## src/rtl/spi_pkg.sv

```systemverilog
// Shared constants for the parametrised SPI slave: mode encodings and word-width limits.
package spi_pkg;

    // Mode encodings as {CPOL, CPHA}
    localparam logic [1:0] SPI_MODE0 = 2'b00;
    localparam logic [1:0] SPI_MODE1 = 2'b01;
    localparam logic [1:0] SPI_MODE2 = 2'b10;
    localparam logic [1:0] SPI_MODE3 = 2'b11;

    localparam int unsigned SPI_WIDTH_MIN = 4;
    localparam int unsigned SPI_WIDTH_MAX = 32;

    function automatic bit spi_width_ok(input int unsigned w);
        return (w >= SPI_WIDTH_MIN) && (w <= SPI_WIDTH_MAX);
    endfunction

endpackage

```

## src/rtl/spi_sync.sv

```systemverilog
// Two-flop synchronizer for asynchronous pad inputs, with a selectable reset level.
module spi_sync #(
    parameter int unsigned  W       = 1,
    parameter logic [W-1:0] RST_VAL = '0
) (
    input  logic         clk,
    input  logic         rst,
    input  logic [W-1:0] d,
    output logic [W-1:0] q
);

    logic [W-1:0] meta;

    always_ff @(posedge clk or negedge rst) begin
        if (!rst) begin
            meta <= RST_VAL;
            q    <= RST_VAL;
        end else begin
            meta <= d;
            q    <= meta;
        end
    end

endmodule

```

## src/rtl/spi_slave_param.sv

```systemverilog
// Oversampled SPI slave: configurable width, CPOL/CPHA and bit order, multi-word frames,
// one-entry transmit holding register with valid/ready toward the host.
module spi_slave_param
    import spi_pkg::*;
#(
    parameter int unsigned WIDTH     = 8,
    parameter bit          CPOL      = 1'b0,
    parameter bit          CPHA      = 1'b0,
    parameter bit          MSB_FIRST = 1'b1
) (
    input  logic             clk,
    input  logic             rst,
    input  logic             SS,
    input  logic             SCK,
    input  logic             MOSI,
    output logic             MISO,
    output logic             miso_oe,
    input  logic [WIDTH-1:0] tx_data,
    input  logic             tx_valid,
    output logic             tx_ready,
    output logic [WIDTH-1:0] rx_data,
    output logic             rx_valid,
    output logic             busy,
    output logic             tx_underrun
);

    localparam int unsigned CNT_W       = $clog2(WIDTH + 1);
    localparam logic [1:0]  MODE        = {CPOL, CPHA};
    localparam bit          SAMPLE_RISE = (MODE == SPI_MODE0) || (MODE == SPI_MODE3);

    if (!spi_width_ok(WIDTH)) begin : g_width_check
        $error("spi_slave_param: WIDTH must be within 4..32");
    end

    typedef enum logic {S_IDLE, S_ACTIVE} state_t;

    state_t           state;
    logic             ss_s, sck_s, mosi_s;
    logic             ss_d, sck_d;
    logic [CNT_W-1:0] cnt;
    logic [WIDTH-1:0] rx_sr, tx_sr, hold_data;
    logic             word_done;

    logic             sck_rise, sck_fall;
    logic             frame_start, frame_end, sample_edge, shift_edge, last_bit, load;
    logic [WIDTH-1:0] load_word;

    function automatic logic first_bit(input logic [WIDTH-1:0] x);
        return MSB_FIRST ? x[WIDTH-1] : x[0];
    endfunction

    function automatic logic [WIDTH-1:0] shift_word(input logic [WIDTH-1:0] x);
        return MSB_FIRST ? {x[WIDTH-2:0], 1'b0} : {1'b0, x[WIDTH-1:1]};
    endfunction

    // SS resets low so a frame already in progress at reset release is never joined
    spi_sync #(.W(1), .RST_VAL(1'b0)) u_sync_ss   (.clk(clk), .rst(rst), .d(SS),   .q(ss_s));
    spi_sync #(.W(1), .RST_VAL(CPOL)) u_sync_sck  (.clk(clk), .rst(rst), .d(SCK),  .q(sck_s));
    spi_sync #(.W(1), .RST_VAL(1'b0)) u_sync_mosi (.clk(clk), .rst(rst), .d(MOSI), .q(mosi_s));

    always_comb begin
        sck_rise    = sck_s & ~sck_d;
        sck_fall    = ~sck_s & sck_d;
        frame_start = (state == S_IDLE) && ss_d && !ss_s;
        frame_end   = (state == S_ACTIVE) && ss_s;
        sample_edge = (state == S_ACTIVE) && !ss_s && (SAMPLE_RISE ? sck_rise : sck_fall);
        // With CPHA=0 the shift edge right after a word boundary would skip the freshly loaded first bit
        shift_edge  = (state == S_ACTIVE) && !ss_s && (SAMPLE_RISE ? sck_fall : sck_rise)
                      && ((CPHA == 1'b1) || (cnt != '0));
        last_bit    = sample_edge && (cnt == CNT_W'(WIDTH - 1));
        load        = frame_start || last_bit;
        load_word   = tx_ready ? '0 : hold_data;
    end

    always_ff @(posedge clk or negedge rst) begin
        if (!rst) begin
            state       <= S_IDLE;
            ss_d        <= 1'b0;
            sck_d       <= CPOL;
            cnt         <= '0;
            rx_sr       <= '0;
            tx_sr       <= '0;
            hold_data   <= '0;
            word_done   <= 1'b0;
            MISO        <= 1'b0;
            miso_oe     <= 1'b0;
            busy        <= 1'b0;
            rx_data     <= '0;
            rx_valid    <= 1'b0;
            tx_ready    <= 1'b1;
            tx_underrun <= 1'b0;
        end else begin
            ss_d        <= ss_s;
            sck_d       <= sck_s;
            word_done   <= 1'b0;
            rx_valid    <= word_done;
            tx_underrun <= 1'b0;
            if (word_done) begin
                rx_data <= rx_sr;
            end

            case (state)
                S_IDLE: begin
                    if (frame_start) begin
                        state   <= S_ACTIVE;
                        busy    <= 1'b1;
                        miso_oe <= 1'b1;
                        cnt     <= '0;
                    end
                end
                S_ACTIVE: begin
                    if (frame_end) begin
                        state   <= S_IDLE;
                        busy    <= 1'b0;
                        miso_oe <= 1'b0;
                        MISO    <= 1'b0;
                        cnt     <= '0;
                    end else if (sample_edge) begin
                        rx_sr     <= MSB_FIRST ? {rx_sr[WIDTH-2:0], mosi_s} : {mosi_s, rx_sr[WIDTH-1:1]};
                        cnt       <= last_bit ? '0 : cnt + CNT_W'(1);
                        word_done <= last_bit;
                    end
                end
                default: state <= S_IDLE;
            endcase

            if (shift_edge) begin
                MISO  <= first_bit(tx_sr);
                tx_sr <= shift_word(tx_sr);
            end

            // CPHA=0 presents the first bit at load time; CPHA=1 waits for the leading edge
            if (load) begin
                if (CPHA == 1'b1) begin
                    tx_sr <= load_word;
                end else begin
                    MISO  <= first_bit(load_word);
                    tx_sr <= shift_word(load_word);
                end
                if (tx_ready) begin
                    tx_underrun <= 1'b1;
                end else begin
                    tx_ready <= 1'b1;
                end
            end

            if (tx_valid && tx_ready) begin
                hold_data <= tx_data;
                tx_ready  <= 1'b0;
            end
        end
    end

endmodule
```

## config.mk

```make
export PLATFORM = sky130hd
export DESIGN_NAME = spi_slave_param
export DESIGN_NICKNAME = d
export VERILOG_FILES = /design/src/rtl/spi_pkg.sv /design/src/rtl/spi_sync.sv /design/src/rtl/spi_slave_param.sv
export SDC_FILE = /design/constraint.sdc
export NUM_CORES = 1
export LEC_CHECK = 0
export ABC_AREA = 1
export BUFFER_PORTS_ARGS = -buffer_cell sky130_fd_sc_hd__buf_2
export CAP_MARGIN = 20
export CORE_MARGIN = 1.5
export CORE_UTILIZATION = 55
export DETAILED_ROUTE_END_ITERATION = 16
export PLACE_DENSITY = 0.77
export SETUP_SLACK_MARGIN = 0.4
export SLEW_MARGIN = 0
export SYNTH_ARGS = -nofsm -noshare
export SYNTH_HDL_FRONTEND = slang
export SYNTH_SLANG_ARGS = --single-unit
```

## constraint.sdc

```tcl
create_clock -name clk -period 1.4 [get_ports clk]
set_input_delay 0.14 -clock clk [delete_from_list [all_inputs] [get_ports clk]]
set_output_delay 0.14 -clock clk [all_outputs]
set_load 0.03 [all_outputs]
```

Yosys cells after proc, flatten, opt, wreduce, memory -nomap -nowiden
Index checks and enable logic that the tools add are counted.
Widths: inputs -> output; s select.
{ "word_totals": {"regBits": 51, "in_bits": 14, "wordCells": 75} }
{ "op_classes": {"n_addsub": 1, "n_eq_ne": 4, "n_mux": 24, "bitwise": 6, "reduce_logical": 20} }
{ "op_table": {"columns": ["operator", "count"], "rows": [
  ["$mux 8", 3],
  ["$mux 4", 4],
  ["$mux 1", 14],
  ["$logic_and 1x1->1", 9],
  ["$pmux 4 s2", 1],
  ["$reduce_and 2->1", 3],
  ["$reduce_bool 3->1", 2],
  ["$add 4x1->4 const B", 1],
  ["$eq 4x3->1 const B", 1],
  ["$not 1->1", 4],
  ["$pmux 1 s2", 2],
  ["$reduce_bool 2->1", 2],
  ["$reduce_bool 4->1", 1],
  ["$ne 3x1->1 const B", 1],
  ["$reduce_and 3->1", 1],
  ["$and 1x1->1", 2],
  ["$ne 2x1->1 const B", 1],
  ["$ne 2x2->1 const B", 1],
  ["$logic_not 1->1", 1],
  ["$logic_or 1x1->1", 1]
]} }

Longest topological paths before layout
Gate-level depths: netlist of run 1.
{ "logic_depth": {"depth_word": 8, "mapped_depth": 8, "ltp_nobuf": 8} }

Cells and area by module
From an unflattened synthesis of run 1, not the netlist that was laid out.
{ "unflattened": {"hier_cells": 211, "hier_area_um2": 2039.5} }
{ "modules_own_cells": {"columns": ["mod", "n_inst", "cells_each", "area_each_um2", "seq_area_each_um2"], "rows": [
  ["spi_slave_param", 1, 205, 1889.3, 1102.3],
  ["spi_sync", 3, 2, 50.0, 50.0]
]} }

Worst setup path after synthesis of run 1
Ideal clock, no wire load.
{ "synth_timing": {"path_kind": "register to register", "from": "reg tx_ready", "to": "reg hold_data[6]", "setup_ns": 0.121, "arrival_ns": 1.252, "required_time_ns": 1.279, "setup_slack_ns": 0.027, "path_stages_with_launch": 6, "n_path_buf": 2, "synth_period_minus_slack_ns": 1.373, "path_cell_list": "dfstp_2 buf_2 nand2_1 buf_4 nor2_1 a21oi_1"} }
{ "synth_via": {"elab_chain_len": 1} }
{ "synth_lines": {"columns": ["item", "line_no", "text"], "rows": [
  ["start, declared", "spi_slave_param.sv:20", "output logic tx_ready,"],
  ["start signal, assigned", "spi_slave_param.sv:90", "tx_ready <= 1'b1;"],
  ["start signal, assigned", "spi_slave_param.sv:143", "tx_ready <= 1'b1;"],
  ["start signal, assigned", "spi_slave_param.sv:149", "tx_ready <= 1'b0;"],
  ["$logic_and 1x1->1", "spi_slave_param.sv:147", "if (tx_valid && tx_ready) begin"],
  ["end signal, assigned", "spi_slave_param.sv:148", "hold_data <= tx_data;"],
  ["end, declared", "spi_slave_param.sv:41", "logic [WIDTH-1:0] rx_sr, tx_sr, hold_data;"]
]} }
No other way between the ends.
A chain may end at the register's enable or synchronous reset.

Worst setup path after layout of run 1
{ "layout_timing": {"from": "reg cnt[0]", "to": "reg MISO"} }
{ "layout_via": {"elab_chain_len": 5} }
{ "layout_lines": {"columns": ["item", "line_no", "text"], "rows": [
  ["start, declared", "spi_slave_param.sv:40", "logic [CNT_W-1:0] cnt;"],
  ["start signal, assigned", "spi_slave_param.sv:120", "cnt <= last_bit ? '0 : cnt + CNT_W'(1);"],
  ["$eq 4x3->1", "spi_slave_param.sv:70", "last_bit = sample_edge && (cnt == CNT_W'(WIDTH - 1));"],
  ["$logic_and 1x1->1", "spi_slave_param.sv:70", null],
  ["$logic_or 1x1->1", "spi_slave_param.sv:71", "load = frame_start || last_bit;"],
  ["$reduce_bool 3->1 (no source line)", null, null],
  ["$reduce_and 2->1 (no source line)", null, null],
  ["end signal, assigned", "spi_slave_param.sv:128", "MISO <= first_bit(tx_sr);"],
  ["end signal, assigned", "spi_slave_param.sv:137", "MISO <= first_bit(load_word);"],
  ["end, declared", "spi_slave_param.sv:16", "output logic MISO,"]
]} }
Parallel ways exist; a longest one is shown, timed or not.

==> summary.md, run 1 <==
Routability-driven placement finished with a final weighted congestion of 0.874. Type of the worst setup path: flop to flop. In this run the deepest clock path goes through 2 buffers. The quantity of I/O buffers inserted on ports came out at 27. Layout filler cell count: 198. The design draws 4.24 mW. The estimated wirelength of the detail-placed design came out at 2590 µm. At the worst endpoint, the arrival time is 1.57 ns.

OpenSTA, run right after detailed placement, puts the worst setup slack at 0.00750 ns. For the worst setup path, the data required time is 1.60 ns. The maximum fanout along the worst path came out at 9. The synthesized flop and latch total was 50. STA classifies the critical path endpoint as a flop. Latest clock arrival within the worst-skew pair: 0.32 ns.

The tools report the total CTS buffers as 5. After routing the design area is 3070 µm². The initialized floorplan defines 22 standard-cell rows. The aggregate routed wire length is 5110 µm, and the path depth of the worst reg2reg path is 8. Leaving out fill and tap cells, the most frequent cells in the layout are sky130_fd_sc_hd__dfrtp_1, sky130_fd_sc_hd__nand2_1, sky130_fd_sc_hd__inv_1, sky130_fd_sc_hd__buf_4, sky130_fd_sc_hd__nor2_1.

For this run, design rule violations remaining after detail routing come to 0. In this run the mean area of a mapped cell was 9.77 µm². The run gives 2360 µm² as the post-place instance area. Across all register-to-register paths, the minimum setup slack is 0.03 ns. The critical path launch point is cnt[0].

The simple-gate area share of the yosys netlist came out at 0.213. The die is 65.0 µm wide. Setup repair after global routing could not meet its margin everywhere.

The startpoint type of the worst setup path is a flop. The final number of max-transition violations is 0, and the detailed-route via count is 1,699. The detail route stage leaves a number of antenna-violating nets equal to 0. The analysis attributes to cell leakage a power of 1.54 nW.

From synthesis to final layout, the design area changed by 45.2%. Hold timing on the final database bottoms out at a slack of 0.0528 ns. Parity-gate share of the synthesized area counting xor and xnor cells: 0. The path type of the worst min-delay path was input pin to flop. In this run, distinct cell masters in the synthesized netlist total 25. The capture point of the critical path was MISO. The number of global-route vias before repair was 1,500; the area of the die was 4220 µm².

Entering global routing, the biggest net connects 39 pins. The final standard cell utilization of the core is 0.837, and the worst slew slack as a fraction of its limit is 0.790. TritonCTS built the clock tree. 0 antenna diodes ended up in the layout.

The compound-cell area share of the yosys netlist came out at 0.0771. The run gives 732 MHz as the highest clock rate. The run gives 0.222 as the all-layer global routing usage.

The launch point of the worst reg-to-reg path is cnt[0]. The worst register-to-register path ends at MISO. For the pin with the worst max-slew slack, the measured transition is 0.315 ns. The cell count after synthesis came out at 216.

The logs give 0.577 for the effective utilization at floorplan and 0.593 for the share of the yosys chip area belonging to registers. Across the routed clock network, the largest skew measured is 0.0118 ns. The clock transition at the registers of the reported paths was 0.10 ns. The number of nets in the layout is 301, and the number of search-and-repair iterations in the first detailed-routing pass is 4.

IR analysis of the VDD net gives a maximum drop of 976 µV. The worst setup margin was 0.0343 ns. By area, the combinational part of the netlist is dominated by simple AND/OR/NAND/NOR gates. The shortest period the worst path allows is 1.37 ns, and the areal power density over the cells is 1380 nW/µm².

The number of top-level design ports came out at 28. The core region is 3660 µm². The Yosys step of the flow raised 0 warnings. For the number of antenna violations at the first check in global routing, the log shows 0. Global-route wire length before repair: 6910 µm.

The mux cell area share after synthesis was 0.0213; the combined area of all synthesized cells was 2110 µm². Dividing the detail-routed via count by the number of cells gives 5.09. The count of maximum capacitance violations was 0; the synthesized netlist net count was 232. The die is 65.0 µm tall.

The tools report the buffer cell driving the clock tree root as sky130_fd_sc_hd__clkbuf_8. The average wire length per cell after detail routing was 15.3 µm; the aggregate global routing overflow was 0. Leaving out fill and tap cells, the most frequent cell in the layout is sky130_fd_sc_hd__dfrtp_1. For this block, the initial DRC count from the detailed router was 129. The tools report the final setup violation count as 0. The flow ran to the end, and the final reports show no timing, DRC or antenna violations. For this design, the sink count on the clock tree is 50. The final period utilization was 0.976. The share of post-route cells with drive strength above 1 was 0.476; the adder and majority gate portion of the synthesized area was 0.0119. The CTS H-tree depth was 2. The run gives 0 as the final number of hold-violating endpoints.
-- worst min-delay path by stage --
stage | from | slack [ns] | cells after the start | endpoint
2_1_floorplan | rst | -0.16 | 0 | MISO
3_3_place_gp | rst | 0.05 | 1 | rx_valid
3_5_place_dp | rst | 0.04 | 1 | rx_valid
4_1_cts | tx_data[0] | 0.06 | 2 | hold_data[0]
5_1_grt | tx_data[0] | 0.04 | 2 | hold_data[0]
6_report | tx_data[0] | 0.05 | 2 | hold_data[0]
-- timing repair --
| action | CTS | global route |
|---|---|---|
| buffers inserted | 13 | 17 |
| resized for setup | 38 | 40 |
| hold buffers | 4 | 0 |
| pin swaps | 6 | 17 |
| endpoints found under the hold margin | 15 | 0 |
| endpoints found under the setup margin | 43 | 46 |
| cloned | 2 | 1 |
-- area by class of cell --
| cell class | instances | area (µm²) | share of cell area |
|---|---|---|---|
| inverter | 35 | 141 | 0.0461 |
| clock buffer | 5 | 68.8 | 0.0224 |
| timing repair buffer | 66 | 581 | 0.189 |
| clock inverter | 3 | 48.8 | 0.0159 |
| multi-input combinational | 127 | 913 | 0.298 |
| sequential | 50 | 1250 | 0.409 |
| tap | 48 | 60.1 | 0.0196 |
-- power breakdown --
group,leakage (nW),switching [mW],internal (mW)
clock network,0.0563,0.520,0.544
logic,0.847,0.702,0.552
registers,0.635,0.188,1.73
total,1.54,1.41,2.83
-- synth_stat cells (all sizes together) --
cell	number	share of area
ha	2	0.012
nand4	2	0.0059
buf	5	0.017
inv	35	0.065
dfstp	1	0.012
dfrtp	49	0.58
a21oi	24	0.057
nand3	13	0.050
mux2	4	0.021
clkbuf	1	0.0018
nor2	32	0.069
o21a	1	0.0036
o21ai	7	0.017
nand2	40	0.088
-- worst max-delay path, cell delays in order, from the launching register on --
cell	delay [ns]
sky130_fd_sc_hd__dfrtp_1	0.42
sky130_fd_sc_hd__ha_2	0.22
sky130_fd_sc_hd__nand2_2	0.08
sky130_fd_sc_hd__nor2_4	0.12
sky130_fd_sc_hd__nand2_4	0.12
sky130_fd_sc_hd__nand2_8	0.12
sky130_fd_sc_hd__inv_8	0.06
sky130_fd_sc_hd__nand3_2	0.06
sky130_fd_sc_hd__nand2_1	0.06
-- through the flow --
step,setup TNS [ns],std cells
floorplan,0,216
global placement,0,289
detailed placement,0,289
CTS,0,316
global route,-0.00884,334
finish,0,334
-- routing by layer --
metal,GRT usage,vias up,wire length (µm)
met5,0,-,0
met4,0.0798,0,183
met3,0.0469,15,184
met2,0.362,45,2620
met1,0.294,827,2120
li1,-,812,-
-- flip-flops by register name, summed over array words and instances (netlist names), 4 cells and up --
register / flops
tx_sr: 7
hold_data: 8
rx_data: 8
rx_sr: 8
cnt: 4
-- cells by family (layout without fill, tap and decap cells) --
kind of cell	after synthesis	after routing
adders and majority gates	2	2
muxes	4	4
buffers and inverters	41	109
DFF	50	50
AOI/OAI and AO/OA	32	32
and+or+nand+nor	87	89
No activity file was read; power rests on OpenSTA's default activity.
==> inputs of run 2 (changes only) <==
--- a/config.mk
+++ b/config.mk
@@ -8,7 +8,6 @@
 export ABC_AREA = 1
 export BUFFER_PORTS_ARGS = -buffer_cell sky130_fd_sc_hd__buf_2
 export CAP_MARGIN = 20
-export CORE_MARGIN = 1.5
 export CORE_UTILIZATION = 55
 export DETAILED_ROUTE_END_ITERATION = 16
 export PLACE_DENSITY = 0.77
@@ -16,4 +15,5 @@
 export SLEW_MARGIN = 0
 export SYNTH_ARGS = -nofsm -noshare
 export SYNTH_HDL_FRONTEND = slang
+export SYNTH_HIERARCHICAL = 1
 export SYNTH_SLANG_ARGS = --single-unit
==> summary.md, run 2 <==
The flow ran to the end, but the final reports show violations. The checks that failed: negative setup slack. The number of nets handed over by synthesis was 227. For this block, the routed nets add up to 5390 µm of wire. The endpoint identified for the worst register-to-register timing path is tx_sr[2]. The height of the die works out to 62.9 µm. In the routed layout, each cell is associated on average with a via count of 5.34.

Path type of the worst min-delay path: input pin to flop. In this design, the largest share of critical-path delay is due to simple AND/OR/NAND/NOR gates. Path depth of the worst reg2reg path: 8.

In the post-synthesis netlist, the cell with the most instances is sky130_fd_sc_hd__dfrtp_1. The startpoint type of the worst setup path is a flop. The logs give 0 for the final number of hold-violating endpoints and 0 for the final number of max-transition violations. The estimated wirelength of the detail-placed design was 2550 µm. In the layout the commonest cells are sky130_fd_sc_hd__dfrtp_1, sky130_fd_sc_hd__inv_1, sky130_fd_sc_hd__buf_4.

For this run, the slowest stage of the critical path takes 0.41 ns. The run gives 1.62 ns as the arrival time at the worst endpoint. For the final routed database, the setup TNS stands at -0.0206 ns. After the flow finishes, the layout carries non-filler instances totaling 328.

After clock tree synthesis, the clock-pin slew on the worst setup and hold paths is 0.09 ns. Setup repair after global routing could not meet its margin everywhere. The die is 62.9 µm wide. Counting distinct cell types in the post-synthesis netlist gives 26. The logs give 3440 µm² for the area of the core and 1050 µV for the worst IR drop on VDD. The global-route wire length before repair is 7830 µm, and the setup skew after layout is 0.0101 ns. Ranked by total cell area, the synthesized netlist is headed by sky130_fd_sc_hd__dfrtp_1, sky130_fd_sc_hd__nand2_1, sky130_fd_sc_hd__inv_1, sky130_fd_sc_hd__a21oi_1, sky130_fd_sc_hd__nor2_1. The worst slew slack as a fraction of its limit is 0.762. Type of the worst setup path: flop to flop. The number of buffers and inverters on the critical path is 1.

The area of the die was 3960 µm²; the combined area of all synthesized cells was 2040 µm². The largest registers in the layout are hold_data x8, rx_data x8, rx_sr x8. The effective utilization at floorplan is 0.593. The slew of the pin with the lowest slew margin came out at 0.357 ns. The run gives 211 as the cell count after synthesis. Aggregate global routing overflow: 0. Origin of the worst min-delay path: tx_data[7]. Entering global routing, the biggest net connects 26 pins. Along the worst hold path, the cell count comes to 3. The cell taking the most area after synthesis was sky130_fd_sc_hd__dfrtp_1. The run gives 0 as the number of antenna-violating nets in the routed design.

The average wire length per cell after detail routing came out at 16.4 µm. Each instance of the synthesized netlist takes up on average 9.67 µm². Across the run, the number of max-cap violations was 0.

Dividing total power by cell area gives a power density of 1410 nW/µm². Final period utilization: 1.01. Among all stages on the critical path, the largest delay is contributed by sky130_fd_sc_hd__dfrtp_1. In the routed design, unresolved DRC markers number 0. The total leakage power came out at 1.54 nW.

After filler insertion, the fill cell instance count of the layout stands at 138. The tools report the number of global-route vias before repair as 1,765. The run gives 1 as the final setup violation count. In this run, synthesis inferred 0 flip-flops with an integrated enable. The count of clock tree sinks was 50. At the placement stage, the worst setup path has a slack of 0.0419 ns. The total CTS buffers was 5. The library cell used most frequently in the layout, excluding fill and tap cells, is sky130_fd_sc_hd__dfrtp_1. The run gives -0.0206 ns as the worst setup margin. The launch point of the worst reg-to-reg path was cnt[1].

For the detailed-route via count, the log shows 1,750. Compared with the post-synthesis result, the final layout area differs by 47.1%. The number of placed instances, taps included, is 284. The shortest period the worst path allows is 1.42 ns. The logs give 4 for the number of search-and-repair iterations in the first detailed-routing pass and 6 for the number of warnings printed during yosys synthesis. With fillers left out, the area of the finished cells amounts to 3000 µm². The storage element area was 1250 µm²; the number of inserted diodes was 0. For the maximum buffer depth of the clock tree, the log shows 2.

The path with the worst hold slack has its endpoint at hold_data[7]. Share of post-route cells with drive strength above 1: 0.450. The area share of the leading cell type in the synthesized netlist came out at 0.601. The run gives 1.59 ns as the endpoint required time on the critical path.

Most frequently used flop master after synthesis: sky130_fd_sc_hd__dfrtp_1. 28 I/O pins were placed. After synthesis the netlist holds a flip-flop and latch count of 50. The tools report the sort of element at the end of the critical path as a flop.

The number of antenna violations at the first check in global routing is 0, and the number of design-rule violations left by the first detailed-router iteration is 111. In this run the worst path has a maximum fanout of 5. At the later pin of the worst-skew pair, clock insertion delay measures 0.31 ns. TritonCTS built the clock tree. The run gives 21 as the number of rows in the core area. The post-place instance area is 2300 µm². Walking the worst path, the cells encountered are ha_2, nand2_2, nor2_4, nand3_4, buf_12, nand2_4, a21oi_1, nand2_1. In this run the clock root is driven by a sky130_fd_sc_hd__clkbuf_8.

The all-layer global routing usage came out at 0.258. The post-synthesis async set-or-reset flop share was 1.00. The run gives 0.614 as the share of the yosys chip area belonging to registers. Port buffering added 27 buffers. Derived from the worst setup path, the maximum achievable clock frequency is 704 MHz. The area used by multi-input combinational logic was 847 µm²; the placer's final routability congestion estimate was 0.800. For this run, the post-layout net count is 297. The setup check on the worst reg-to-reg path leaves a slack of -0.02 ns.

The CTS H-tree depth is 2. By count the netlist is led by sky130_fd_sc_hd__dfrtp_1, sky130_fd_sc_hd__nand2_1, sky130_fd_sc_hd__inv_1.
[run 2: cell types whose count changed after synthesis, sizes merged]
cell,change
a21oi,-4
inv,-4
nand2,-4
nand4,+1
o21ai,+4
or2,+1
xor2,+1
[run 2: report_power, final]
group | switching (mW) | internal [mW] | total [mW]
clock | 0.473 | 0.535 | 1.01
sequential | 0.202 | 1.74 | 1.94
combinational | 0.719 | 0.573 | 1.29
total | 1.39 | 2.85 | 4.24
[run 2: tightest hold or removal path: stages]
cell,delay (ns)
sky130_fd_sc_hd__buf_2,0.08
sky130_fd_sc_hd__nor2_1,0.04
sky130_fd_sc_hd__a21oi_2,0.09
[run 2: how the worst max path moves through the flow]
stage	from	end	slack, ns	cells after the start
3_3_place_gp	cnt[0]	tx_sr[1]	0.10	8
4_1_cts	cnt[0]	tx_sr[6]	0.07	8
6_report	cnt[1]	tx_sr[2]	-0.02	8
5_1_grt	cnt[1]	tx_sr[2]	-0.03	8
3_5_place_dp	cnt[0]	tx_sr[2]	0.04	8
2_1_floorplan	cnt[0]	MISO	0.18	8
[run 2: per-layer routing]
metal | GRT usage | wire [µm] | share of wire | up-vias
met5 | 0 | 0 | 0 | -
met4 | 0.0727 | 168 | 0.031 | 0
met3 | 0.0657 | 171 | 0.032 | 16
met2 | 0.464 | 2920 | 0.54 | 52
met1 | 0.301 | 2130 | 0.39 | 875
li1 | - | - | - | 807
[run 2: through the flow]
stage	utilization	total power, mW	hold WS (ns)
after detailed placement	0.667	2.73	0.0635
final	0.871	4.24	0.0706
after floorplan	-	2.51	-0.156
after CTS	0.819	4.03	0.0623
after global routing	0.871	4.43	0.0730
after global placement	0.667	2.68	0.0687
[run 2: area by class of cell]
cell class | instances | area share
Clock buffer | 7 | 0.0254
Clock inverter | 1 | 0.0100
Inverter | 31 | 0.0405
Multi-Input combinational cell | 126 | 0.282
Sequential cell | 50 | 0.418
Tap cell | 46 | 0.0192
Timing Repair Buffer | 67 | 0.204
[run 2: kinds of logic after synthesis]
| family | after synthesis | share of synthesized area |
|---|---|---|
| xor gates and xnor gates | 1 | 0.00430 |
| muxes | 4 | 0.0221 |
| adders and majority gates | 2 | 0.0123 |
| and+or+nand+nor | 85 | 0.190 |
| buffers and inverters | 37 | 0.0755 |
| DFF | 50 | 0.614 |
| AOI/OAI and AO/OA | 32 | 0.0816 |
[run 2: what timing repair did]
action	in CTS	in global routing
hold buffers	4	0
setup buffers	19	10
endpoints found under the hold margin	16	0
pin swaps	10	8
cloned	2	1
endpoints found under the setup margin	46	46
resized for setup	61	25
